`config.mk`:
```
export PLATFORM = sky130hd
export DESIGN_NAME = sprite_pixel_fetch
export DESIGN_NICKNAME = d
export VERILOG_FILES = /design/src/rtl/sprite_pkg.sv /design/src/rtl/sprite_hit_test.sv /design/src/rtl/sprite_pixel_fetch.sv
export SDC_FILE = /design/constraint.sdc
export NUM_CORES = 1
export LEC_CHECK = 0
export CAP_MARGIN = 20
export CORE_UTILIZATION = 58
export DETAILED_ROUTE_END_ITERATION = 7
export HOLD_SLACK_MARGIN = 0.03
export PLACE_DENSITY = 0.83
export SYNTH_ARGS = -nofsm -noshare
export SYNTH_HDL_FRONTEND = slang
export SYNTH_SLANG_ARGS = --single-unit
```
`constraint.sdc`:
```
create_clock -name clk -period 15 [get_ports clk]
set_input_delay 1.5 -clock clk [delete_from_list [all_inputs] [get_ports clk]]
set_output_delay 1.5 -clock clk [all_outputs]
set_load 0.005 [all_outputs]
```
`src/rtl/sprite_pkg.sv`:
```
// rtl/sprite_pkg.sv - shared element codes, sprite sizes and fetch FSM states
package sprite_pkg;

    localparam int ELEM_W = 3;

    localparam logic [ELEM_W-1:0] ELEM_FRUIT      = 3'd1;
    localparam logic [ELEM_W-1:0] ELEM_HEART      = 3'd2;
    localparam logic [ELEM_W-1:0] ELEM_SNAKE      = 3'd3;
    localparam logic [ELEM_W-1:0] ELEM_BACKGROUND = 3'd4;
    localparam logic [ELEM_W-1:0] ELEM_BLOCK      = 3'd5;

    localparam logic [11:0] TRANSPARENT_COLOUR = 12'hF0F;

    typedef enum logic [2:0] {
        ST_IDLE,
        ST_SCAN,
        ST_ISSUE,
        ST_WAIT,
        ST_DONE
    } fetch_state_t;

    // Square sprite edge length in pixels; 0 marks codes that never draw.
    function automatic logic [6:0] elem_size(input logic [ELEM_W-1:0] code);
        case (code)
            ELEM_FRUIT:      return 7'd25;
            ELEM_HEART:      return 7'd16;
            ELEM_SNAKE:      return 7'd20;
            ELEM_BACKGROUND: return 7'd100;
            ELEM_BLOCK:      return 7'd25;
            default:         return 7'd0;
        endcase
    endfunction

endpackage

```
`src/rtl/sprite_hit_test.sv`:
```
// rtl/sprite_hit_test.sv - coverage test and in-sprite address for one slot
module sprite_hit_test
    import sprite_pkg::*;
#(
    parameter int ADDR_W = 14
) (
    input  logic [9:0]        px,
    input  logic [9:0]        py,
    input  logic [9:0]        sx,
    input  logic [9:0]        sy,
    input  logic [ELEM_W-1:0] elem,
    input  logic              active,
    output logic              hit,
    output logic [ADDR_W-1:0] addr
);

    logic [10:0] size;
    logic [10:0] x_end;
    logic [10:0] y_end;
    logic [9:0]  dx;
    logic [9:0]  dy;

    // 11-bit compares so a sprite hanging off the right/bottom edge does not wrap
    always_comb begin
        size  = {4'd0, elem_size(elem)};
        x_end = {1'b0, sx} + size;
        y_end = {1'b0, sy} + size;
        hit   = active && (size != 11'd0)
             && ({1'b0, px} >= {1'b0, sx}) && ({1'b0, px} < x_end)
             && ({1'b0, py} >= {1'b0, sy}) && ({1'b0, py} < y_end);
        dx    = px - sx;
        dy    = py - sy;
        addr  = ADDR_W'(21'(dy) * 21'(size) + 21'(dx));
    end

endmodule

```
`src/rtl/sprite_pixel_fetch.sv`:
```
// rtl/sprite_pixel_fetch.sv - priority sprite scan and colour fetch; option SPRITE_TRANSPARENT_KEY_EN
module sprite_pixel_fetch #(
    parameter int          SLOTS     = 8,
    parameter int          ELEM_W    = sprite_pkg::ELEM_W,
    parameter int          ADDR_W    = 14,
    parameter int          RD_LAT    = 1,
    parameter logic [11:0] BG_COLOUR = 12'h000
) (
    input  logic                       clk,
    input  logic                       reset,
    input  logic                       pixel_req,
    input  logic [9:0]                 pixel_x,
    input  logic [9:0]                 pixel_y,
    input  logic                       slot_we,
    input  logic [$clog2(SLOTS)-1:0]   slot_idx,
    input  logic [9:0]                 slot_x,
    input  logic [9:0]                 slot_y,
    input  logic [ELEM_W-1:0]          slot_elem,
    input  logic                       slot_active,
    output logic                       read_enable,
    output logic [ELEM_W-1:0]          element,
    output logic [ADDR_W-1:0]          address_sprite,
    input  logic [11:0]                mem_data,
    output logic                       pixel_valid,
    output logic [11:0]                pixel_colour,
    output logic                       busy,
    output logic                       overrun
);

    import sprite_pkg::*;

    localparam int                IDX_W = $clog2(SLOTS);
    localparam logic [IDX_W-1:0]  LAST  = IDX_W'(SLOTS - 1);

    logic [9:0]        tbl_x      [SLOTS];
    logic [9:0]        tbl_y      [SLOTS];
    logic [ELEM_W-1:0] tbl_elem   [SLOTS];
    logic [SLOTS-1:0]  tbl_active;

    fetch_state_t      state;
    logic [IDX_W-1:0]  idx;
    logic [9:0]        px;
    logic [9:0]        py;
    logic [2:0]        cnt;
    logic              hit;
    logic [ADDR_W-1:0] hit_addr;

    // Slot geometry and element code; only the active flags need a reset value
    always_ff @(posedge clk) begin
        if (slot_we) begin
            tbl_x[slot_idx]    <= slot_x;
            tbl_y[slot_idx]    <= slot_y;
            tbl_elem[slot_idx] <= slot_elem;
        end
    end

    // Active flags, cleared by reset so an unprogrammed table never hits
    always_ff @(posedge clk or negedge reset) begin
        if (!reset) begin
            tbl_active <= '0;
        end else if (slot_we) begin
            tbl_active[slot_idx] <= slot_active;
        end
    end

    sprite_hit_test #(.ADDR_W(ADDR_W)) u_hit_test (
        .px     (px),
        .py     (py),
        .sx     (tbl_x[idx]),
        .sy     (tbl_y[idx]),
        .elem   (tbl_elem[idx]),
        .active (tbl_active[idx]),
        .hit    (hit),
        .addr   (hit_addr)
    );

    // Fetch sequencer; every output is set on the transition into its state
    always_ff @(posedge clk or negedge reset) begin
        if (!reset) begin
            state          <= ST_IDLE;
            idx            <= '0;
            px             <= '0;
            py             <= '0;
            cnt            <= '0;
            read_enable    <= 1'b0;
            element        <= '0;
            address_sprite <= '0;
            pixel_valid    <= 1'b0;
            pixel_colour   <= '0;
            busy           <= 1'b0;
            overrun        <= 1'b0;
        end else begin
            read_enable <= 1'b0;
            pixel_valid <= 1'b0;
            if (pixel_req && state != ST_IDLE) begin
                overrun <= 1'b1;
            end
            case (state)
                ST_IDLE: begin
                    if (pixel_req) begin
                        px    <= pixel_x;
                        py    <= pixel_y;
                        idx   <= '0;
                        busy  <= 1'b1;
                        state <= ST_SCAN;
                    end
                end
                ST_SCAN: begin
                    if (hit) begin
                        element        <= tbl_elem[idx];
                        address_sprite <= hit_addr;
                        read_enable    <= 1'b1;
                        state          <= ST_ISSUE;
                    end else if (idx == LAST) begin
                        pixel_colour <= BG_COLOUR;
                        pixel_valid  <= 1'b1;
                        state        <= ST_DONE;
                    end else begin
                        idx <= idx + 1'b1;
                    end
                end
                ST_ISSUE: begin
                    cnt   <= 3'(RD_LAT);
                    state <= ST_WAIT;
                end
                ST_WAIT: begin
                    if (cnt == 3'd1) begin
`ifdef SPRITE_TRANSPARENT_KEY_EN
                        if (mem_data == TRANSPARENT_COLOUR) begin
                            if (idx != LAST) begin
                                idx   <= idx + 1'b1;
                                state <= ST_SCAN;
                            end else begin
                                pixel_colour <= BG_COLOUR;
                                pixel_valid  <= 1'b1;
                                state        <= ST_DONE;
                            end
                        end else begin
                            pixel_colour <= mem_data;
                            pixel_valid  <= 1'b1;
                            state        <= ST_DONE;
                        end
`else
                        pixel_colour <= mem_data;
                        pixel_valid  <= 1'b1;
                        state        <= ST_DONE;
`endif
                    end else begin
                        cnt <= cnt - 3'd1;
                    end
                end
                ST_DONE: begin
                    busy  <= 1'b0;
                    state <= ST_IDLE;
                end
                default: state <= ST_IDLE;
            endcase
        end
    end

endmodule

```
==> results of run 1 <==
## logic make-up after synthesis
kind of cell | share of synthesized area [%]
flops | 52.7
mux | 12.1
simple gates | 7.45
compound gates | 6.81
fa+ha+maj | 13.8
buf+inv | 4.43
xor+xnor | 2.73
## sequential cells by signal, indices dropped and copies added (netlist names), 8 cells and up
| register | flops |
|---|---|
| tbl_x | 80 |
| tbl_y | 80 |
| tbl_elem | 24 |
| address_sprite | 14 |
| pixel_colour | 12 |
| px | 10 |
| py | 10 |
| tbl_active | 8 |
## worst min path at each step
| stage | from | slack, ps | to |
|---|---|---|---|
| finish | address_sprite[1] | 470 | address_sprite[1] |
| floorplan | overrun | 470 | overrun |
| CTS | address_sprite[1] | 480 | address_sprite[1] |
| detailed placement | address_sprite[1] | 460 | address_sprite[1] |
| global route | address_sprite[1] | 500 | address_sprite[1] |
| global placement | address_sprite[0] | 460 | address_sprite[0] |
## worst reg2reg max path: cells and delay by family, from the launching register on
| kind | cells | cell delay (ps) |
|---|---|---|
| buffers and inverters | 3 | 840 |
| DFF | 1 | 340 |
| AOI/OAI and AO/OA | 9 | 1790 |
| adders and majority gates | 5 | 2100 |
| xor gates and xnor gates | 1 | 90 |
| and+or+nand+nor | 3 | 730 |
| muxes | 4 | 1450 |
## cells in the final DEF, fill, tap and decap left out, types with 15 or more instances in the layout
| cell type | n |
|---|---|
| xor2_1 | 22 |
| o21ai_1 | 18 |
| o21ai_0 | 22 |
| nor2_1 | 40 |
| ha_1 | 90 |
| edfxtp_1 | 184 |
| mux4_2 | 48 |
| a21oi_1 | 34 |
| mux2_2 | 31 |
| inv_1 | 115 |
| nand2_1 | 73 |
| dfrtp_1 | 68 |
| fa_1 | 39 |
| nor2b_1 | 15 |
| clkbuf_16 | 26 |
| clkdlybuf4s50_1 | 94 |
| mux2i_1 | 19 |
| xnor2_1 | 21 |
## layer usage
layer / global-route usage, % / wire length (um) / up-vias
met4: 9.66 / 997 / 0
met3: 3.71 / 1550 / 70
met2: 43.4 / 14500 / 265
met5: 0 / 0 / -
met1: 31.5 / 11700 / 4226
li1: - / - / 3938
## through the flow
step / cells / instance area [sq um] / setup WS (ps)
2_1_floorplan: 1028 / 13800 / 8040
3_3_place_gp: 1424 / 15100 / 7850
3_5_place_dp: 1424 / 15100 / 7660
4_1_cts: 1472 / 16000 / 7510
5_1_grt: 1473 / 16000 / 7010
6_report: 1474 / 16000 / 7530
## layout make-up
class,instances,area [sq um],area share (%)
antenna,1,2.50,0.0156
clock buffer,39,709,4.42
clock inverter,9,176,1.10
inverter,117,439,2.74
multi-input combinational,626,5960,37.1
sequential,254,7280,45.4
tap,319,399,2.49
timing repair buffer,109,1070,6.69
==> metrics.cfg, run 1 <==
[status]
status=complete, no violations

[worst_hold_path]
worst_hold_path_type=flip-flop to flip-flop
holdPathStages=2

[detailed_routing]
routedWlPerCell_um=19.5
vias_per_cell=5.77
drt_pass1_iterations=5
wl_um=28800
drc=0
vias=8499
ant_nets=0
drt-initial-drc-count=648

[placed_design]
gp_congestion=0.915
hpwl_um=19700
port_buffers=95

[timing]
setup_viol=0
skew_ps=18.8
timing.setup.tns_ps=0
hold_slack_ps=475
rsz0062_at_grt=false
max_freq_ghz=0.134
tightest_slew_ps=883
finalMaxSlewViolations=0
hold_violations=0
timing.final.crit_share_pct=49.8
post-route-min-period_ps=7470
max_slew_margin_pct=41.1

[clocking]
hold_buffers=0
cts.sinks=254
cts-root-buf=clkbuf_16
htreeDepth=1
cts_buffer_depth=3
post_cts_resized=0
clk_latency_ps=540
cts_tree=yes
clkSlewWorstSetupHoldPaths_ps=70
cts_made_buffers=26
postCtsSetupBuffers=0

[yosys]
ys_ff_latch=254
synth-edff-count=184
yosys-top-cells-count=184 x edfxtp_1, 115 x inv_1, 90 x ha_1, 73 x nand2_1, 70 x dfrtp_1
netlist_area_sq_um=13800
synth.area.top_cells=edfxtp_1 40%, dfrtp_1 13%, ha_1 8.1%
ys_types=63
synth_top_flop_cell=edfxtp_1
synth_top_cell_by_area=edfxtp_1
ys_seq_area_share_pct=52.7
synthArstFlopShare_pct=27.6
yosysWarnings=0
synth_fp_nets=1220
synth_top_cell_area_share_pct=40.0
synth.avg_cell_area_sq_um=13.4
synth_cells=1028
post-synth-top-count-cell=edfxtp_1

[grt]
grt_max_degree=57
grt_overflow_total=0
grt_pass1_wl_um=46300
grt_usage_pct=24.9
grt_pass1_vias=8914
antenna_found_initial=1

[worst_setup_path]
crit_path_end=address_sprite[12]
arrival_ps=7890
path_buf_inv=3
cp.depth=25
r2r_start=idx[0]
critPathLaunchType=flip-flop
required_ps=15430
rr_worst_depth=25
critPathMaxStageDelay_ps=660
endpoint_kind=flip-flop
slowest_stage=buf_4
r2r_setup_slack_ps=7530
crit_family=adder cells
startpoint=idx[0]
cp_max_fo=46
timing.rr.end=address_sprite[12]
critical_path_class=flip-flop to flip-flop

[floorplan]
fp.dieH_um=156
rows=56
die_x_um=156
start_util_pct=59.1
die_area_sq_um=24400
pin_count=96
core_sq_um=23400

[flow_run]
maxCapViolations=0

[finish]
syn2layout_area_growth_pct=16.0
num-nets-final=1326
final_util_pct=68.5
layout-drive-gt1-share_pct=14.8
filler_cell_count=1662

Power of run 1 is left out: the tool's default activity adds up to more than one toggle a clock period on the data nets, which glitch-free logic cannot reach.
==> run 2: changes to the inputs <==
- clock period: 15 -> 7.7 ns (I/O delays scaled with it)
==> metrics.cfg, run 2 (synthesis results as in run 1) <==
[timing]
max_freq_ghz=0.141  ; was 0.134 GHz
timing.setup.tns_ps=0  ; unchanged
rsz0062_at_grt=false  ; unchanged
tightest_slew_ps=917  ; was 883 ps
post-route-min-period_ps=7070  ; was 7470 ps
max_slew_margin_pct=38.8  ; was 41.1%
timing.final.crit_share_pct=91.8  ; was 49.8%
finalMaxSlewViolations=0  ; unchanged
skew_ps=17.7  ; was 18.8 ps
hold_violations=0  ; unchanged
hold_slack_ps=361  ; was 475 ps
setup_viol=0  ; unchanged

[detailed_routing]
vias=8446  ; was 8499
wl_um=28300  ; was 28800 um
drc=0  ; unchanged
drt_pass1_iterations=5  ; unchanged
vias_per_cell=5.71  ; was 5.77
routedWlPerCell_um=19.1  ; was 19.5 um
drt-initial-drc-count=602  ; was 648
ant_nets=0  ; unchanged

[floorplan]
pin_count=96  ; unchanged
die_x_um=156  ; unchanged
start_util_pct=59.1  ; unchanged
core_sq_um=23400  ; unchanged
fp.dieH_um=156  ; unchanged
rows=56  ; unchanged
die_area_sq_um=24400  ; unchanged

[clocking]
clk_latency_ps=530  ; was 540 ps
cts.sinks=254  ; unchanged
htreeDepth=1  ; unchanged
clkSlewWorstSetupHoldPaths_ps=70  ; about the same
postCtsSetupBuffers=0  ; unchanged
cts_buffer_depth=3  ; unchanged
cts_made_buffers=26  ; unchanged
cts_tree=yes  ; unchanged
hold_buffers=0  ; unchanged
post_cts_resized=0  ; unchanged
cts-root-buf=clkbuf_16  ; unchanged

[worst_setup_path]
arrival_ps=7480  ; was 7890 ps
critPathLaunchType=flip-flop  ; unchanged
endpoint_kind=flip-flop  ; unchanged
cp_max_fo=16  ; was 46
critical_path_class=flip-flop to flip-flop  ; unchanged
required_ps=8110  ; was 15430 ps

[grt]
grt_pass1_vias=8686  ; was 8914
grt_usage_pct=24.2  ; was 24.9%
use_met3_pct=3.96  ; was 3.71%
antenna_found_initial=0  ; was 1
grt_use_met1_pct=31.2  ; was 31.5%
grt_use_met2_pct=41.8  ; was 43.4%
grt_max_degree=71  ; was 57
grt_overflow_total=0  ; unchanged
grt_pass1_wl_um=45000  ; was 46300 um
top_usage_layer=met2  ; unchanged

[flow_run]
maxCapViolations=0  ; unchanged

[finish]
antenna_cells=0  ; was 1
syn2layout_area_growth_pct=16.4  ; was 16.0%
reg.largest.list=tbl_x (80), tbl_y (80), tbl_elem (24)  ; unchanged
final_common_cell=edfxtp_1  ; unchanged
final_cell_mix=184 x edfxtp_1, 115 x inv_1, 94 x clkdlybuf4s50_1, 90 x ha_1, 73 x nand2_1  ; unchanged
layout-drive-gt1-share_pct=15.5  ; was 14.8%
num-nets-final=1332  ; was 1326

[status]
status=complete, no violations  ; unchanged

[worst_hold_path]
worst_hold_path_type=input pin to asynchronous set/reset pin  ; was flip-flop to flip-flop

[placed_design]
hpwl_um=19600  ; was 19700 um
port_buffers=95  ; unchanged
gp_congestion=0.904  ; was 0.915

[run 2: critical path, stage by stage, from the launching register on]
cell and delay, ps:
dfrtp_2 690, buf_4 410, mux4_2 540, mux2i_1 230
ha_1 330, o21ai_0 130, a21boi_0 150, o21ai_0 160
nand2_1 100, a21o_1 180, a21oi_1 260, mux2i_1 210
nor4bb_1 540, fa_1 530, inv_1 80, fa_1 430
fa_1 490, ha_1 360, a21oi_1 200, o21ai_0 160
a21o_1 210, a21oi_1 170, xnor2_1 80, mux2_1 290
[run 2: layer usage]
metal  share of wire (%)  wire, um  vias to the layer above
met5                   0         0                        -
met4                 3.0       837                        0
met3                 5.6      1600                       63
met2                  50     14200                      266
met1                  41     11600                     4158
li1                    -         -                     3959
[run 2: worst paths after layout]
| kind | from | endpoint | slack, ps | cells after the start |
|---|---|---|---|---|
| setup / recovery | idx[0] | address_sprite[12] | 630 | 23 |
| hold / removal | reset | py[4] | 360 | 1 |
| setup reg to reg | idx[0] | address_sprite[12] | 630 | 23 |
| hold reg to reg | overrun | overrun | 470 | 1 |
| max in group asynchronous | reset | idx[0] | 6660 | 1 |
| min in group clk | overrun | overrun | 470 | 1 |
[run 2: per-stage QoR]
step                      util, %  worst slack [ps]  std cells  instance area [sq um]
after floorplan                 -               736       1028                  13800
after global placement       64.8               890       1430                  15200
after detailed placement     64.8               695       1430                  15200
after CTS                    68.6               637       1477                  16100
after global routing         68.7               109       1478                  16100
final                        68.7               631       1478                  16100
[run 2: final cells by class]
class / count / area [sq um]
timing repair buffer: 115 / 1120
tap: 319 / 399
sequential: 254 / 7280
clock inverter: 14 / 175
multi-input combinational: 626 / 5960
inverter: 117 / 439
fill: 1650 / 7320
clock buffer: 33 / 718
Power of run 2 is left out for the same reason.
==> run 3: changes to the inputs <==
- CAP_MARGIN: 20 -> not set
- CTS_CLUSTER_DIAMETER: not set -> 50
==> metrics.cfg, run 3 (synthesis results as in run 1) <==
[worst_setup_path]
cp_max_fo=16  ; unchanged
critPathMaxStageDelay_ps=680  ; was 690 ps
path_cells=buf_4 -> mux4_2 -> mux2i_1 -> ha_1 -> o21ai_0 -> a21boi_0 -> o21ai_0 -> nand2_1 -> a21o_1 -> a21oi_1 -> mux2i_1 -> nor4bb_1 -> fa_1 -> inv_1 -> fa_1 -> fa_1 -> ha_1 -> a21oi_1 -> o21ai_0 -> a21o_1 -> a21oi_1 -> xnor2_1 -> mux2_1  ; unchanged
arrival_ps=7550  ; was 7480 ps
critPathLaunchType=flip-flop  ; unchanged
required_ps=8130  ; was 8110 ps
slowest_stage=dfrtp_2  ; unchanged
endpoint_kind=flip-flop  ; unchanged
critical_path_class=flip-flop to flip-flop  ; unchanged

[placed_design]
port_buffers=95  ; unchanged
place_area_sq_um=15200  ; unchanged
hpwl_um=19600  ; unchanged
gp_congestion=0.904  ; unchanged
dp_slack_ps=695  ; unchanged
dpl.cell_count=1430  ; unchanged

[timing]
setup_viol=0  ; unchanged
timing.setup.tns_ps=0  ; unchanged
timing.final.crit_share_pct=92.5  ; was 91.8%
rsz0062_at_grt=false  ; unchanged
finalMaxSlewViolations=0  ; unchanged
skew_ps=27.3  ; was 17.7 ps
worst_slack_ps=575  ; was 631 ps
hold_violations=0  ; unchanged
max_freq_ghz=0.140  ; was 0.141 GHz
tightest_slew_ps=1120  ; was 917 ps
post-route-min-period_ps=7130  ; was 7070 ps
max_slew_margin_pct=25.5  ; was 38.8%

[grt]
grt_usage_pct=24.4  ; was 24.2%
grt_pass1_wl_um=45200  ; was 45000 um
grt_pass1_vias=8669  ; was 8686
grt_max_degree=71  ; unchanged
antenna_found_initial=1  ; was 0
grt_overflow_total=0  ; unchanged

[floorplan]
fp.dieH_um=156  ; unchanged
core_sq_um=23400  ; unchanged
pin_count=96  ; unchanged
die_x_um=156  ; unchanged
rows=56  ; unchanged
start_util_pct=59.1  ; unchanged
die_area_sq_um=24400  ; unchanged

[finish]
fin_area_sq_um=16200  ; was 16100 sq um
final_common_cell=edfxtp_1  ; unchanged
reg.largest.list=tbl_x (80), tbl_y (80), tbl_elem (24)  ; unchanged
num-nets-final=1333  ; was 1332
final_cell_mix=184 x edfxtp_1, 115 x inv_1, 94 x clkdlybuf4s50_1, 90 x ha_1, 73 x nand2_1  ; unchanged
layout-drive-gt1-share_pct=16.1  ; was 15.5%
syn2layout_area_growth_pct=16.9  ; was 16.4%
fin_cells=1482  ; was 1478
antenna_cells=0  ; unchanged

[worst_hold_path]
worst_hold_path_type=input pin to asynchronous set/reset pin  ; unchanged

[status]
status=complete, no violations  ; unchanged

[detailed_routing]
wl_um=28500  ; was 28300 um
routedWlPerCell_um=19.2  ; was 19.1 um
vias=8411  ; was 8446
vias_per_cell=5.68  ; was 5.71
drt-initial-drc-count=676  ; was 602
drt_pass1_iterations=5  ; unchanged
ant_nets=0  ; unchanged
drc=0  ; unchanged

[clocking]
cts_buffer_depth=3  ; unchanged
postCtsSetupBuffers=0  ; unchanged
clk_latency_ps=570  ; was 530 ps
post_cts_resized=0  ; unchanged
cts.sinks=254  ; unchanged
hold_buffers=0  ; unchanged
clkSlewWorstSetupHoldPaths_ps=60  ; was 70 ps
cts_made_buffers=28  ; was 26
htreeDepth=1  ; unchanged
cts_tree=yes  ; unchanged
cts-root-buf=clkbuf_16  ; unchanged

[flow_run]
maxCapViolations=0  ; unchanged

## run 3: changes by cell type in the layout (fill, tap and decap cells not counted), sizes merged
| cell | change |
|---|---|
| buf | -1 |
| clkbuf | +1 |
| inv | +5 |
| clkinv | -1 |
## run 3: final timing paths
check | slack (ps) | end | start | cells after the start
max in group asynchronous | 6680 | idx[0] | reset | 1
worst max register to register | 570 | address_sprite[12] | idx[0] | 23
worst min-delay path | 310 | py[9] | reset | 1
worst min register to register | 470 | overrun | overrun | 1
min in group clk | 470 | overrun | overrun | 1
worst max-delay path | 570 | address_sprite[12] | idx[0] | 23
## run 3: cell type report
cell class / instances / area [sq um]
Timing Repair Buffer: 114 / 1090
Tap cell: 319 / 399
Inverter: 117 / 439
Fill cell: 1641 / 7250
Clock buffer: 34 / 753
Sequential cell: 254 / 7280
Clock inverter: 18 / 236
Multi-Input combinational cell: 626 / 5960
## run 3: worst max-delay path, delay by kind of cell, from the launching register on
family	cells	cell delay (ps)
AO/OA/AOI/OAI	9	1660
AND/OR/NAND/NOR	2	640
adder cells (fa/ha/maj)	5	2150
XOR/XNOR	1	80
flip-flops	1	680
buffers and inverters	2	500
multiplexers	4	1280
## run 3: through the flow
step           utilization (%)  hold WS, ps
2_1_floorplan                -          468
3_3_place_gp              64.8          456
3_5_place_dp              64.8          462
4_1_cts                   69.0          377
5_1_grt                   69.0          398
6_report                  69.0          315
## run 3: per-layer routing
metal / part of all wire, % / GRT usage, %
met5: 0.046 / 0
met4: 3.5 / 9.38
met3: 5.4 / 4.15
met2: 50 / 42.0
met1: 41 / 31.1
Power of run 3 is left out for the same reason.
